## config.mk

```make
export PLATFORM = sky130hd
export DESIGN_NAME = comm_host
export DESIGN_NICKNAME = d
export VERILOG_FILES = /design/src/rtl/comm_pkg.sv /design/src/rtl/uart_rx.sv /design/src/rtl/uart_tx.sv /design/src/rtl/comm_host.sv
export SDC_FILE = /design/constraint.sdc
export NUM_CORES = 1
export LEC_CHECK = 0
export CORE_MARGIN = 4
export CORE_UTILIZATION = 30
export DETAILED_ROUTE_END_ITERATION = 10
export GPL_ROUTABILITY_DRIVEN = 0
export GPL_TIMING_DRIVEN = 0
export PLACE_DENSITY = 0.45
export SLEW_MARGIN = 20
export SYNTH_ARGS = -nofsm -noshare
export SYNTH_HDL_FRONTEND = slang
export SYNTH_SLANG_ARGS = --single-unit
```

## constraint.sdc

```tcl
create_clock -name clk -period 2.7 [get_ports clk]
set_input_delay 0.405 -clock clk [delete_from_list [all_inputs] [get_ports clk]]
set_output_delay 0.405 -clock clk [all_outputs]
set_load 0.01 [all_outputs]
```

## src/rtl/comm_pkg.sv

```systemverilog
// Shared definitions for the console-mux command host: opcodes, per-opcode
// byte counts and FSM state encodings.
package comm_pkg;

   localparam logic [2:0] COMM_READ_ENABLE_MASK  = 3'b001;
   localparam logic [2:0] COMM_READ_PIN_MAP      = 3'b010;
   localparam logic [2:0] COMM_WRITE_ENABLE_MASK = 3'b011;
   localparam logic [2:0] COMM_WRITE_PIN_MAP     = 3'b100;

   localparam logic [2:0] ST_IDLE    = 3'd0;
   localparam logic [2:0] ST_TX_LOAD = 3'd1;
   localparam logic [2:0] ST_TX_WAIT = 3'd2;
   localparam logic [2:0] ST_RX_WAIT = 3'd3;
   localparam logic [2:0] ST_DONE    = 3'd4;

   function automatic logic cmd_ok(input logic [2:0] cmd);
      return (cmd == COMM_READ_ENABLE_MASK) || (cmd == COMM_READ_PIN_MAP) ||
             (cmd == COMM_WRITE_ENABLE_MASK) || (cmd == COMM_WRITE_PIN_MAP);
   endfunction

   // Total bytes sent on TX, command byte included.
   function automatic logic [2:0] tx_bytes(input logic [2:0] cmd);
      case (cmd)
         COMM_READ_ENABLE_MASK:  return 3'd1;
         COMM_READ_PIN_MAP:      return 3'd1;
         COMM_WRITE_ENABLE_MASK: return 3'd3;
         COMM_WRITE_PIN_MAP:     return 3'd5;
         default:                return 3'd0;
      endcase
   endfunction

   function automatic logic [2:0] rx_bytes(input logic [2:0] cmd);
      case (cmd)
         COMM_READ_ENABLE_MASK: return 3'd2;
         COMM_READ_PIN_MAP:     return 3'd4;
         default:               return 3'd0;
      endcase
   endfunction

endpackage

```

## src/rtl/uart_rx.sv

```systemverilog
// 8N1 UART receiver. rx_ready rises when a well-framed byte lands in rx_data
// and stays high until the next start bit is seen.
module uart_rx #(
   parameter int CLOCK_PER_BIT = 16
) (
   input  logic       clk,
   input  logic       rst_n,
   input  logic       rx_serial_line,
   output logic [7:0] rx_data,
   output logic       rx_ready
);
   localparam int CW = $clog2(CLOCK_PER_BIT) + 1;
   localparam logic [CW-1:0] HALF = CW'(CLOCK_PER_BIT / 2 - 1);
   localparam logic [CW-1:0] FULL = CW'(CLOCK_PER_BIT - 1);

   logic [1:0]    sync;
   logic [1:0]    phase;
   logic [CW-1:0] clk_cnt;
   logic [2:0]    bit_idx;
   logic [7:0]    shreg;

   always_ff @(posedge clk or negedge rst_n) begin
      if (!rst_n) begin
         sync     <= 2'b11;
         phase    <= 2'd0;
         clk_cnt  <= '0;
         bit_idx  <= '0;
         shreg    <= '0;
         rx_data  <= '0;
         rx_ready <= 1'b0;
      end else begin
         sync <= {sync[0], rx_serial_line};
         case (phase)
            2'd0: if (!sync[1]) begin
               phase    <= 2'd1;
               clk_cnt  <= '0;
               rx_ready <= 1'b0;
            end
            // Re-check the start bit at its middle to reject glitches.
            2'd1: if (clk_cnt == HALF) begin
               clk_cnt <= '0;
               bit_idx <= '0;
               phase   <= sync[1] ? 2'd0 : 2'd2;
            end else begin
               clk_cnt <= clk_cnt + CW'(1);
            end
            2'd2: if (clk_cnt == FULL) begin
               clk_cnt <= '0;
               shreg   <= {sync[1], shreg[7:1]};
               bit_idx <= bit_idx + 3'd1;
               if (bit_idx == 3'd7) phase <= 2'd3;
            end else begin
               clk_cnt <= clk_cnt + CW'(1);
            end
            default: if (clk_cnt == FULL) begin
               phase <= 2'd0;
               if (sync[1]) begin
                  rx_data  <= shreg;
                  rx_ready <= 1'b1;
               end
            end else begin
               clk_cnt <= clk_cnt + CW'(1);
            end
         endcase
      end
   end

endmodule

```

## src/rtl/uart_tx.sv

```systemverilog
// 8N1 UART transmitter. No reset: state zero is idle, and tx_done is high
// only while idle, so a new byte is taken only after the current frame ends.
module uart_tx #(
   parameter int CLOCK_PER_BIT = 16
) (
   input  logic       clk,
   input  logic       tx_data_ready,
   input  logic [7:0] tx_data,
   output logic       tx_serial_line,
   output logic       tx_done
);
   localparam int CW = $clog2(CLOCK_PER_BIT) + 1;
   localparam logic [CW-1:0] FULL = CW'(CLOCK_PER_BIT - 1);

   logic [1:0]    phase;
   logic [CW-1:0] clk_cnt;
   logic [2:0]    bit_idx;
   logic [7:0]    shreg;

   always_ff @(posedge clk) begin
      if (phase == 2'd0) begin
         if (tx_data_ready) begin
            shreg   <= tx_data;
            phase   <= 2'd1;
            clk_cnt <= '0;
            bit_idx <= '0;
         end
      end else if (clk_cnt == FULL) begin
         clk_cnt <= '0;
         if (phase == 2'd1) begin
            phase <= 2'd2;
         end else if (phase == 2'd2) begin
            shreg   <= {1'b0, shreg[7:1]};
            bit_idx <= bit_idx + 3'd1;
            if (bit_idx == 3'd7) phase <= 2'd3;
         end else begin
            phase <= 2'd0;
         end
      end else begin
         clk_cnt <= clk_cnt + CW'(1);
      end
   end

   assign tx_done = (phase == 2'd0);

   always_comb begin
      tx_serial_line = 1'b1;
      case (phase)
         2'd1:    tx_serial_line = 1'b0;
         2'd2:    tx_serial_line = shreg[0];
         default: tx_serial_line = 1'b1;
      endcase
   end

endmodule

```

## src/rtl/comm_host.sv

```systemverilog
// Host-side initiator for the console-mux command protocol: sends the command
// byte and write payload, gathers reply bytes, reports done/error.
module comm_host
   import comm_pkg::*;
#(
   parameter int CLOCK_PER_BIT  = 16,
   parameter int TIMEOUT_CYCLES = 4096
) (
   input  logic        clk,
   input  logic        rst_n,
   input  logic        req_valid,
   output logic        req_ready,
   input  logic [2:0]  req_cmd,
   input  logic [31:0] req_wdata,
   output logic        rsp_valid,
   output logic        rsp_err,
   output logic [31:0] rsp_data,
   output logic        busy,
   output logic        tx_serial_line,
   input  logic        rx_serial_line
);
   localparam int TW = $clog2(TIMEOUT_CYCLES) + 1;
   localparam logic [TW-1:0] TMO_LAST = TW'(TIMEOUT_CYCLES - 1);

   logic [2:0]    state;
   logic [2:0]    cmd_q;
   logic [31:0]   wdata_q;
   logic [31:0]   data_q;
   logic          err_q;
   logic [2:0]    tx_idx;
   logic [2:0]    rx_cnt;
   logic          seen_low;
   logic [TW-1:0] tmo_cnt;
   logic          rx_ready_q;

   logic       tx_data_ready;
   logic [7:0] tx_data;
   logic       tx_done;
   logic [7:0] rx_data;
   logic       rx_ready;
   logic       rx_strobe;

   // Request handshake: a transfer happens on a clk edge where req_valid and
   // req_ready are both high; req_cmd/req_wdata are captured on that edge.
   // req_ready is high only in IDLE with the transmitter idle.
   assign req_ready = (state == ST_IDLE) && tx_done;
   assign busy      = !req_ready;
   assign rsp_valid = (state == ST_DONE);
   assign rsp_err   = (state == ST_DONE) && err_q;
   assign rsp_data  = data_q;

   assign tx_data_ready = (state == ST_TX_LOAD);
   assign rx_strobe     = rx_ready && !rx_ready_q;

   always_comb begin
      tx_data = 8'h00;
      case (tx_idx)
         3'd0:    tx_data = {5'b0, cmd_q};
         3'd1:    tx_data = wdata_q[7:0];
         3'd2:    tx_data = wdata_q[15:8];
         3'd3:    tx_data = wdata_q[23:16];
         3'd4:    tx_data = wdata_q[31:24];
         default: tx_data = 8'h00;
      endcase
   end

   always_ff @(posedge clk or negedge rst_n) begin
      if (!rst_n) begin
         state      <= ST_IDLE;
         cmd_q      <= '0;
         wdata_q    <= '0;
         data_q     <= '0;
         err_q      <= 1'b0;
         tx_idx     <= '0;
         rx_cnt     <= '0;
         seen_low   <= 1'b0;
         tmo_cnt    <= '0;
         rx_ready_q <= 1'b0;
      end else begin
         rx_ready_q <= rx_ready;
         case (state)
            ST_IDLE: if (req_valid && req_ready) begin
               cmd_q   <= req_cmd;
               wdata_q <= req_wdata;
               data_q  <= '0;
               tx_idx  <= '0;
               rx_cnt  <= '0;
               tmo_cnt <= '0;
               err_q   <= !cmd_ok(req_cmd);
               state   <= cmd_ok(req_cmd) ? ST_TX_LOAD : ST_DONE;
            end
            ST_TX_LOAD: begin
               seen_low <= 1'b0;
               state    <= ST_TX_WAIT;
            end
            // A byte is finished once tx_done has dropped and come back.
            ST_TX_WAIT: if (!tx_done) begin
               seen_low <= 1'b1;
            end else if (seen_low) begin
               tx_idx <= tx_idx + 3'd1;
               if (tx_idx + 3'd1 < tx_bytes(cmd_q)) begin
                  state <= ST_TX_LOAD;
               end else if (rx_bytes(cmd_q) != 3'd0) begin
                  tmo_cnt <= '0;
                  state   <= ST_RX_WAIT;
               end else begin
                  state <= ST_DONE;
               end
            end
            ST_RX_WAIT: if (rx_strobe) begin
               data_q[{rx_cnt[1:0], 3'b000} +: 8] <= rx_data;
               rx_cnt  <= rx_cnt + 3'd1;
               tmo_cnt <= '0;
               if (rx_cnt + 3'd1 == rx_bytes(cmd_q)) state <= ST_DONE;
            end else if (tmo_cnt == TMO_LAST) begin
               err_q <= 1'b1;
               state <= ST_DONE;
            end else begin
               tmo_cnt <= tmo_cnt + TW'(1);
            end
            ST_DONE: state <= ST_IDLE;
            default: state <= ST_IDLE;
         endcase
      end
   end

   uart_tx #(.CLOCK_PER_BIT(CLOCK_PER_BIT)) u_uart_tx (
      .clk            (clk),
      .tx_data_ready  (tx_data_ready),
      .tx_data        (tx_data),
      .tx_serial_line (tx_serial_line),
      .tx_done        (tx_done)
   );

   uart_rx #(.CLOCK_PER_BIT(CLOCK_PER_BIT)) u_uart_rx (
      .clk            (clk),
      .rst_n          (rst_n),
      .rx_serial_line (rx_serial_line),
      .rx_data        (rx_data),
      .rx_ready       (rx_ready)
   );

endmodule
```

==> out/summary.txt, run 1 <==
Final hold slack -> 0.3560 ns
Total of max-cap violations -> 0
Routed WL -> 16,770 um
Top flip-flop cell by instance count after synthesis -> sky130_fd_sc_hd__dfrtp_1
Worst IR Drop VDD -> 0.0003193 V
Slew Viols, Final -> 0
# clock sinks -> 139
Cell Area, Synth -> 0.006759 sq mm
Global-route wire length before repair -> 27,840 um
Crit Path Max Fanout -> 9
Most frequent cell on the critical path -> sky130_fd_sc_hd__inv_1
Critical register-to-register path startpoint -> tx_idx[2]
Hold violation count in the final report -> 0
Drt drc -> 0
Static leakage power -> 3.888 nW
Number of enable flip-flop cells after synthesis -> 18
DRT iter0 DRCs -> 247
Worst setup path startpoint -> u_uart_tx.phase[0]
Share of total power consumed by net switching -> 0.2660
Depth of the CTS H-tree -> 4
Comb power frac -> 0.094
Critical path buffers and inverters -> 5
Vias -> 5,207
Chain of cells forming the critical path -> inv_1 -> ha_1 -> buf_4 -> or4b_4 -> buf_6 -> inv_1 -> dlygate4sd2_1
Start-to-end type of the worst setup path -> reg -> out
Flip-flop and latch count after synthesis -> 139
Share of layout cells above drive strength 1 -> 0.1120
Syn Area/Cell -> 10.13 sq um
Share of async-settable or async-resettable flops after synthesis -> 0.8705
Residual antenna-violating net count after detailed routing -> 0
Standard-cell rows -> 54
Design internal power -> 3.688 mW
Number of global-route vias before repair -> 5,317
DIE AREA -> 0.02500 sq mm
Global routing usage on met1 -> 0.1860
CTS clock-pin slew for the worst setup and hold paths -> 0.06 ns
Fin nets -> 833
Final critical-path share of the clock period -> 0.9384
Floorplan core area -> 0.02203 sq mm
Final Instance Area -> 0.008522 sq mm
Data arrival time of the worst path -> 2.13 ns
Worst slew pin tran -> 0.8579 ns
Initial standard-cell utilization of the core -> 0.3069
Number of distinct library cell variants in the gate-level netlist after synthesis -> 64
Fraction of the yosys area taken by sequential cells -> 0.5283
Ports placed on the boundary -> 76
FMAX -> 394.7 MHz
Worst setup skew after layout -> 0.01520 ns
Number of buffers between clock root and the deepest sink -> 2
Chip Height -> 158.1 um
Worst endpoint required time -> 2.30 ns
Longest individual stage delay on the worst path -> 0.47 ns
PortBufs -> 75
Final-layout setup total negative slack -> 0 ns
Global-route track usage on met3 -> 0.03417
Result of the run -> complete, no violations
Final HPWL from detailed placement -> 12,160 um
Fin crit period -> 2.534 ns
Clock tree from TritonCTS -> done
Pin count of the biggest net entering global routing -> 71
Share of power burned in the clock network -> 0.461
Kind of end point of the critical path -> output pin
Class of the most critical hold timing path -> reg -> reg
Setup repair after global routing missed its margin -> false
Count of antenna diodes in the layout -> 0
Worst-Skew Late Latency -> 0.43 ns
GRT Overall Usage -> 0.1414
Vias per cell -> 4.926
Iteration count of the initial detailed-routing pass -> 4
Instance area at placement -> 0.007889 sq mm
Fraction of post-synthesis cell area in the top cell type by area -> 0.4406
Worst Setup Start Kind -> register
Rel. slew slack -> 0.4232
Category of cells accounting for the largest share of critical-path delay -> buffers and inverters
Number of setup violations in the final report -> 0
Die X -> 158.1 um
Global-route met2 utilization -> 0.2325
Synth Instances -> 667
Cell type contributing the most total cell area after synthesis -> sky130_fd_sc_hd__dfrtp_1
Net load switching power -> 1.337 mW
Global route overflow -> 0
Cell type of the slowest stage on the worst timing path -> sky130_fd_sc_hd__or4b_4
Portion of total power attributed to sequential cells -> 0.445
Master cell of the clock root buffer -> sky130_fd_sc_hd__clkbuf_16
Syn nets -> 736
Beginning of the worst hold path -> u_uart_rx.sync[0]
Syn-to-layout area delta -> 26.08%
Syn. warnings -> 0
Routed length per instance -> 15.87 um
PwrDens -> 589.6 mW/mm^2
CTS buffer count -> 17
Top cells by area in the synthesized netlist -> sky130_fd_sc_hd__dfrtp_1 (44%), sky130_fd_sc_hd__nand2_1 (8.4%), sky130_fd_sc_hd__edfxtp_1 (8.0%)
Most Crowded Layer GR -> met2
Initial antenna violation count -> 0
## registers in the layout, indices dropped and copies added, names as in the netlist, 5 cells and up
| register | cells |
|---|---|
| rsp_data | 32 |
| tmo_cnt | 13 |
| u_uart_rx.clk_cnt | 5 |
| u_uart_rx.rx_data | 8 |
| u_uart_rx.shreg | 8 |
| u_uart_tx.clk_cnt | 5 |
| u_uart_tx.shreg | 8 |
| wdata_q | 32 |
## cells in the mapped netlist (16+ instances only)
cell and number:
sky130_fd_sc_hd__dfrtp_1 119, sky130_fd_sc_hd__mux2_2 20, sky130_fd_sc_hd__clkbuf_1 16, sky130_fd_sc_hd__inv_1 37
sky130_fd_sc_hd__nand3_1 20, sky130_fd_sc_hd__edfxtp_1 18, sky130_fd_sc_hd__a21oi_1 21, sky130_fd_sc_hd__nand2_1 151
sky130_fd_sc_hd__o21ai_0 41, sky130_fd_sc_hd__ha_1 30, sky130_fd_sc_hd__a22o_1 29, sky130_fd_sc_hd__nor2_1 26
## power groups by stage
| stage | clock network, mW | logic [mW] | registers, mW |
|---|---|---|---|
| final | 2.31 | 0.472 | 2.24 |
| after global routing | 2.47 | 0.549 | 2.25 |
| after CTS | 2.38 | 0.477 | 2.24 |
| after detailed placement | 0 | 0.473 | 2.28 |
| after global placement | 0 | 0.445 | 2.28 |
| after floorplan | 0 | 0.295 | 2.26 |
## metal layers
metal | vias to the layer above | part of all wire
li1 | 2568 | -
met1 | 2543 | 0.47
met2 | 76 | 0.49
met3 | 20 | 0.031
met4 | 0 | 0.014
met5 | - | 0
## layout make-up
type                            instances  area (sq um)
Fill cell                            2189         13500
Sequential cell                       139          3572
Multi-Input combinational cell        465          2959
Timing Repair Buffer                   79         802.0
Clock buffer                           17         425.4
Tap cell                              280         350.3
Clock inverter                         15         153.9
Inverter                               37         138.9
Buffer                                 25         120.1
## logic make-up after synthesis
group | synth area share
simple gates | 0.1781
compound gates | 0.1607
flops | 0.5283
buf+inv | 0.03739
fa+ha+maj | 0.05553
mux | 0.03480
xor+xnor | 0.005184
## placed cells by master (no fill, tap or decap), types with 4 or more instances in the layout
cell	instances
sky130_fd_sc_hd__nand2_1	151
sky130_fd_sc_hd__dfrtp_1	118
sky130_fd_sc_hd__clkdlybuf4s50_1	72
sky130_fd_sc_hd__o21ai_0	40
sky130_fd_sc_hd__inv_1	37
sky130_fd_sc_hd__a22o_1	29
sky130_fd_sc_hd__ha_1	29
sky130_fd_sc_hd__nor2_1	26
sky130_fd_sc_hd__a21oi_1	21
sky130_fd_sc_hd__nand3_1	20
sky130_fd_sc_hd__mux2_2	20
sky130_fd_sc_hd__edfxtp_1	18
sky130_fd_sc_hd__clkbuf_16	17
sky130_fd_sc_hd__clkbuf_1	15
sky130_fd_sc_hd__nor2b_1	10
sky130_fd_sc_hd__a31oi_1	10
sky130_fd_sc_hd__o22ai_1	7
sky130_fd_sc_hd__and3_1	6
sky130_fd_sc_hd__buf_2	6
sky130_fd_sc_hd__nor3_1	6
sky130_fd_sc_hd__inv_6	6
sky130_fd_sc_hd__or2_2	5
sky130_fd_sc_hd__a22oi_1	5
sky130_fd_sc_hd__a221oi_1	5
sky130_fd_sc_hd__o211ai_1	5
sky130_fd_sc_hd__a32o_1	4
sky130_fd_sc_hd__or4_1	4
## path summary, 6_finish.rpt
kind | end | slack (ns) | cells past startpoint
setup / recovery | req_ready | 0.17 | 7
hold / removal | u_uart_rx.sync[1] | 0.36 | 0
setup reg to reg | tmo_cnt[4] | 0.23 | 10
hold reg to reg | u_uart_rx.sync[1] | 0.36 | 0
max in group asynchronous | u_uart_rx.sync[1] | 1.48 | 3
min in group asynchronous | u_uart_rx.clk_cnt[0] | 0.48 | 2
## per-stage QoR
step | setup WS [ns] | cells | power [mW] | utilization
4_1_cts | 0.06890 | 1057 | 5.095 | 0.3859
6_report | 0.1664 | 1057 | 5.025 | 0.3869
3_5_place_dp | -0.07341 | 1023 | 2.749 | 0.3582
2_1_floorplan | 0.3753 | 667 | 2.557 | -
5_1_grt | 0.02442 | 1057 | 5.268 | 0.3869
3_3_place_gp | -3.704 | 1022 | 2.721 | 0.3569
## timing repair
action / CTS / global route
hold buffers: 1 / 0
endpoints found under the setup margin: 13 / 22
hold endpoints to repair: 51 / 0
resized for setup: 5 / 7
buffers inserted: 2 / 0
Power figures use the tool's default switching activity.
==> run 2, diff against run 1 <==
--- a/config.mk
+++ b/config.mk
@@ -8,9 +8,10 @@
 export CORE_MARGIN = 4
 export CORE_UTILIZATION = 30
 export DETAILED_ROUTE_END_ITERATION = 10
+export DONT_BUFFER_PORTS = 1
 export GPL_ROUTABILITY_DRIVEN = 0
 export GPL_TIMING_DRIVEN = 0
-export PLACE_DENSITY = 0.45
+export PLACE_DENSITY = 0.41
 export SLEW_MARGIN = 20
 export SYNTH_ARGS = -nofsm -noshare
 export SYNTH_HDL_FRONTEND = slang
==> run 2 against run 1 <==
  * The flow now finishes with violations (hold timing)
  * Worst setup slack better by 0.0067 ns
  * Power down 1.6%
  * Clock power about the same
  * Hold slack worse by 0.68 ns
  * Sequential cell count unchanged
==> out/summary.txt, run 2 (same netlist as run 1, synthesis figures left out) <==
Syn-to-layout area delta -> 14.38%
Drt drc -> 0
Fin nets -> 755
Initial standard-cell utilization of the core -> 0.3069
Total of max-cap violations -> 0
Die X -> 158.1 um
Vias -> 4,958
Ports placed on the boundary -> 76
Register Area -> 0.003571 sq mm
Global route overflow -> 0
Share of layout cells above drive strength 1 -> 0.1173
Chain of cells forming the critical path -> inv_1 -> ha_1 -> buf_4 -> or4b_1 -> buf_4 -> nor2_8 -> nor2_4 -> nor4_4 -> a22o_1
Count of antenna diodes in the layout -> 0
Number of buffers between clock root and the deepest sink -> 2
Most frequent cell on the critical path -> sky130_fd_sc_hd__buf_4
DIE AREA -> 0.02500 sq mm
Worst path setup slack after routing -> 0.1732 ns
Global-route track usage on met3 -> 0.03827
Iteration count of the initial detailed-routing pass -> 4
Initial antenna violation count -> 0
Final hold slack -> -0.3273 ns
Violated checks -> hold timing
GRT Overall Usage -> 0.1395
Worst Setup Start Kind -> register
Most Crowded Layer GR -> met2
Setup repair after global routing missed its margin -> false
Final HPWL from detailed placement -> 12,040 um
Floorplan core area -> 0.02203 sq mm
CTS buffer count -> 17
Global routing usage on met1 -> 0.1801
Fraction of the core area covered by cells at the end of the flow -> 0.3510
Pin count of the biggest net entering global routing -> 122
Non-filler instance count after layout -> 979
CTS clock-pin slew for the worst setup and hold paths -> 0.07 ns
Longest individual stage delay on the worst path -> 0.58 ns
Final critical-path share of the clock period -> 0.9359
Hold violation count in the final report -> 121
Cell type of the slowest stage on the worst timing path -> sky130_fd_sc_hd__nor4_4
FMAX -> 395.8 MHz
Routed WL -> 16,780 um
Standard-cell rows -> 54
Kind of end point of the critical path -> register
Pre-CTS worst setup slack -> -0.09884 ns
Worst IR Drop VDD -> 0.0003482 V
Vias per cell -> 5.064
Fill cell instance count of the final layout -> 2,237
Hold Buf Count CTS -> 1
Global-route wire length before repair -> 27,470 um
Data arrival time of the worst path -> 2.89 ns
Result of the run -> finished with violations
Number of setup violations in the final report -> 0
Crit Path Max Fanout -> 9
Footprint of the multi-input gates -> 0.002960 sq mm
Reg-to-reg slack, setup -> 0.17 ns
PortBufs -> 0
Chip Height -> 158.1 um
DRT iter0 DRCs -> 249
Number of global-route vias before repair -> 5,086
# clock sinks -> 139
Global-route met2 utilization -> 0.2337
Master cell of the clock root buffer -> sky130_fd_sc_hd__clkbuf_16
Routed length per instance -> 17.14 um
Static leakage power -> 3.582 nW
Highest-count cells in the layout ignoring fill and taps -> sky130_fd_sc_hd__nand2_1 (151), sky130_fd_sc_hd__dfrtp_1 (119), sky130_fd_sc_hd__o21ai_0 (40)
Worst endpoint required time -> 3.06 ns
PwrDens -> 639.8 mW/mm^2
Worst setup skew after layout -> 0.01848 ns
Class of the most critical hold timing path -> in -> async
Slew Viols, Final -> 0
Worst-Skew Late Latency -> 0.43 ns
Worst slew pin tran -> 0.7276 ns
Rel. slew slack -> 0.5137
Clock tree from TritonCTS -> done
Commonest non-fill, non-tap cell in the layout -> sky130_fd_sc_hd__nand2_1
Start-to-end type of the worst setup path -> reg -> reg
Residual antenna-violating net count after detailed routing -> 0
Count of placed standard cells including taps -> 947
Depth of the CTS H-tree -> 4
Fin crit period -> 2.527 ns
## run 2: repair_timing
| action | CTS | global route |
|---|---|---|
| cloned | 0 | 0 |
| setup endpoints to repair | 10 | 31 |
| setup buffers | 0 | 0 |
| resized for setup | 1 | 6 |
| pin swaps | 0 | 1 |
| hold endpoints to repair | 122 | 121 |
## run 2: worst paths after layout
check,cells past startpoint,start,end
worst max-delay path,9,u_uart_tx.phase[1],rsp_data[19]
worst min-delay path,0,rst_n,u_uart_rx.clk_cnt[1]
worst max register to register,9,u_uart_tx.phase[1],rsp_data[19]
worst min register to register,0,u_uart_rx.sync[0],u_uart_rx.sync[1]
max in group asynchronous,0,rst_n,u_uart_rx.sync[1]
min in group clk,2,req_wdata[22],wdata_q[22]
## run 2: cell type report
cell class,count,share of cell area
Clock inverter,15,0.02104
Tap cell,280,0.04531
Buffer,25,0.01457
Clock buffer,17,0.05503
Sequential cell,139,0.4619
Inverter,37,0.01796
Timing Repair Buffer,1,0.001295
Multi-Input combinational cell,465,0.3829
## run 2: report_power, final
part           leakage (nW)  internal [mW]  switching, mW
combinational          1.58          0.151          0.216
clock                 0.291           1.32           1.02
sequential             1.71           2.18         0.0562
total                  3.58           3.65           1.30
## run 2: critical path: cells and delay by family (launching register included)
family                     cells  cell delay (ns)
AOI/OAI and AO/OA              1             0.22
adders and majority gates      1             0.14
DFF                            1             0.43
and+or+nand+nor                4             1.20
buffers and inverters          3             0.47
## run 2: layer usage
layer  wire (um)  share of wire
met5           0              0
met4         129         0.0077
met3         757          0.045
met2        8263           0.49
met1        7627           0.45
## run 2: through the flow
step                hold slack (ns)  instance area, sq um  total power [mW]  setup TNS, ns
finish                      -0.3273                  7731             4.947              0
global route                -0.3624                  7731             5.179              0
CTS                         -0.3504                  7714             5.025              0
detailed placement           0.1153                  7109             2.644        -0.8231
global placement             0.1168                  7109             2.630        -0.4733
floorplan                    0.1094                  6759             2.557              0
==> run 3, diff against run 2 <==
--- a/config.mk
+++ b/config.mk
@@ -5,13 +5,12 @@
 export SDC_FILE = /design/constraint.sdc
 export NUM_CORES = 1
 export LEC_CHECK = 0
-export CORE_MARGIN = 4
 export CORE_UTILIZATION = 30
 export DETAILED_ROUTE_END_ITERATION = 10
 export DONT_BUFFER_PORTS = 1
 export GPL_ROUTABILITY_DRIVEN = 0
 export GPL_TIMING_DRIVEN = 0
-export PLACE_DENSITY = 0.41
+export PLACE_DENSITY = 0.42
 export SLEW_MARGIN = 20
 export SYNTH_ARGS = -nofsm -noshare
 export SYNTH_HDL_FRONTEND = slang
==> constraint.sdc (replaced) <==
create_clock -name clk -period 2.17 [get_ports clk]
set_input_delay 0.3255 -clock clk [delete_from_list [all_inputs] [get_ports clk]]
set_output_delay 0.3255 -clock clk [all_outputs]
set_load 0.01 [all_outputs]
==> run 3 against run 2 <==
  * The flow finishes with violations (DRC, hold timing, setup timing)
  * Die area shrank 7.4%
  * Non-clock buffer count is 39 higher
  * Critical path depth up 1
  * Critical endpoint is now tmo_cnt[4]
  * Highest routed layer unchanged
==> out/summary.txt, run 3 (same netlist as run 1, synthesis figures left out) <==
Rel. slew slack -> 0.5351
Global-route wire length before repair -> 27,630 um
Pre-CTS worst setup slack -> -0.4258 ns
Clock tree from TritonCTS -> done
DIE AREA -> 0.02313 sq mm
Final critical-path share of the clock period -> 1.013
Static leakage power -> 3.810 nW
CTS buffer count -> 17
Final Instance Area -> 0.008408 sq mm
Total of max-cap violations -> 0
Residual antenna-violating net count after detailed routing -> 0
Worst path setup slack after routing -> -0.02888 ns
Fin crit period -> 2.199 ns
Slew Viols, Final -> 0
Pin count of the biggest net entering global routing -> 122
Hold violation count in the final report -> 121
Fraction of the core area covered by cells at the end of the flow -> 0.3829
Total power -> 6.366 mW
PortBufs -> 0
Critical path buffers and inverters -> 2
Non-filler instance count after layout -> 1,018
Chip Height -> 152.1 um
Violated checks -> DRC, hold timing, setup timing
Depth of the CTS H-tree -> 4
Routed length per instance -> 16.56 um
Worst Setup Start Kind -> register
Worst endpoint required time -> 2.45 ns
Setup repair after global routing missed its margin -> true
Cell type of the slowest stage on the worst timing path -> sky130_fd_sc_hd__dfrtp_2
Initial antenna violation count -> 0
Drt drc -> 4
DRT iter0 DRCs -> 251
Most frequent cell on the critical path -> sky130_fd_sc_hd__ha_4
Syn-to-layout area delta -> 24.40%
Kind of end point of the critical path -> register
Final hold slack -> -0.4079 ns
CTS clock-pin slew for the worst setup and hold paths -> 0.07 ns
# clock sinks -> 139
FMAX -> 454.8 MHz
Routed WL -> 16,860 um
Commonest non-fill, non-tap cell in the layout -> sky130_fd_sc_hd__nand2_1
Die X -> 152.1 um
Share of layout cells above drive strength 1 -> 0.1951
PwrDens -> 757.2 mW/mm^2
Worst slew pin tran -> 0.6955 ns
Number of buffers between clock root and the deepest sink -> 2
Worst setup skew after layout -> 0.01480 ns
Initial standard-cell utilization of the core -> 0.3078
Class of the most critical hold timing path -> in -> async
Crit Path Max Fanout -> 5
Fin nets -> 794
Floorplan core area -> 0.02196 sq mm
Result of the run -> finished with violations
Longest individual stage delay on the worst path -> 0.43 ns
Highest-count cells in the layout ignoring fill and taps -> sky130_fd_sc_hd__nand2_1 (149), sky130_fd_sc_hd__dfrtp_1 (114), sky130_fd_sc_hd__o21ai_0 (31)
Standard-cell rows -> 54
Category of cells accounting for the largest share of critical-path delay -> adder cells
Vias -> 5,124
Ports placed on the boundary -> 76
Global route overflow -> 0
Worst IR Drop VDD -> 0.0004173 V
Number of setup violations in the final report -> 7
Count of placed standard cells including taps -> 947
Iteration count of the initial detailed-routing pass -> 8
Data arrival time of the worst path -> 2.48 ns
Count of antenna diodes in the layout -> 0
Master cell of the clock root buffer -> sky130_fd_sc_hd__clkbuf_16
Worst-Skew Late Latency -> 0.43 ns
Vias per cell -> 5.033
Number of global-route vias before repair -> 5,099
Chain of cells forming the critical path -> ha_4 -> ha_4 -> inv_2 -> ha_4 -> nand3b_1 -> nand3_2 -> nand3_4 -> a221oi_4 -> buf_6 -> o211ai_1
Final HPWL from detailed placement -> 11,550 um
Start-to-end type of the worst setup path -> reg -> reg
GRT Overall Usage -> 0.1519
Instance area at placement -> 0.007123 sq mm
run 3: cell types whose count changed in the layout (fill, tap and decap cells not counted), moves of 4 or more:
cell	change
sky130_fd_sc_hd__inv_1	-7
sky130_fd_sc_hd__buf_4	+20
sky130_fd_sc_hd__dfrtp_2	+5
sky130_fd_sc_hd__buf_6	+7
sky130_fd_sc_hd__o21ai_1	+6
sky130_fd_sc_hd__inv_2	+6
sky130_fd_sc_hd__ha_1	-7
sky130_fd_sc_hd__dfrtp_1	-5
sky130_fd_sc_hd__dlygate4sd3_1	+15
sky130_fd_sc_hd__ha_4	+8
sky130_fd_sc_hd__buf_2	-4
sky130_fd_sc_hd__o21ai_0	-9
run 3: final timing paths:
kind | startpoint | slack, ns | end | cells after the start
min in group clk | req_wdata[21] | 0.02 | wdata_q[21] | 2
worst max-delay path | tx_idx[0] | -0.03 | tmo_cnt[4] | 10
worst min register to register | u_uart_rx.sync[0] | 0.36 | u_uart_rx.sync[1] | 0
worst min-delay path | rst_n | -0.41 | u_uart_rx.clk_cnt[0] | 0
worst max register to register | tx_idx[0] | -0.03 | tmo_cnt[4] | 10
max in group asynchronous | rst_n | 2.32 | cmd_q[1] | 0
run 3: cell type report:
class / count / area, sq um
buffer: 22 / 142.6
clock buffer: 18 / 439.2
clock inverter: 14 / 173.9
fill: 2159 / 13550
inverter: 37 / 151.4
multi-input combinational: 465 / 3183
sequential: 139 / 3577
tap: 280 / 350.3
timing repair buffer: 43 / 390.4
run 3: worst register-to-register path: cells and delay by family, from the launching register on:
family                   cells  cell delay, ns
AO/OA/AOI/OAI                2            0.45
buffers and inverters        2            0.22
adder cells (fa/ha/maj)      3            0.70
flip-flops                   1            0.43
AND/OR/NAND/NOR              3            0.26
run 3: what timing repair did:
item,in CTS,in global routing
hold buffers,15,1
resized for setup,54,29
gates cloned,2,0
setup endpoints to repair,110,89
pin swaps,30,13
setup buffers,18,7
endpoints found under the hold margin,136,122
run 3: where the power goes:
part           leakage (nW)  switching [mW]  internal (mW)
Combinational          1.81           0.285          0.217
Sequential             1.70          0.0721           2.71
Clock                 0.294            1.30           1.78
run 3: per-stage QoR:
step	hold WS, ns	setup TNS [ns]
floorplan	0.02991	0
global placement	0.03741	-22.83
detailed placement	0.03735	-26.34
CTS	-0.4273	-0.5598
global route	-0.4347	-1.355
finish	-0.4079	-0.1110
run 3: layer usage:
metal	up-vias	routed length [um]	track usage
li1	2488	-	-
met1	2544	7741	0.1928
met2	76	8333	0.2537
met3	16	553	0.03451
met4	0	235	0.05296
met5	-	0	0
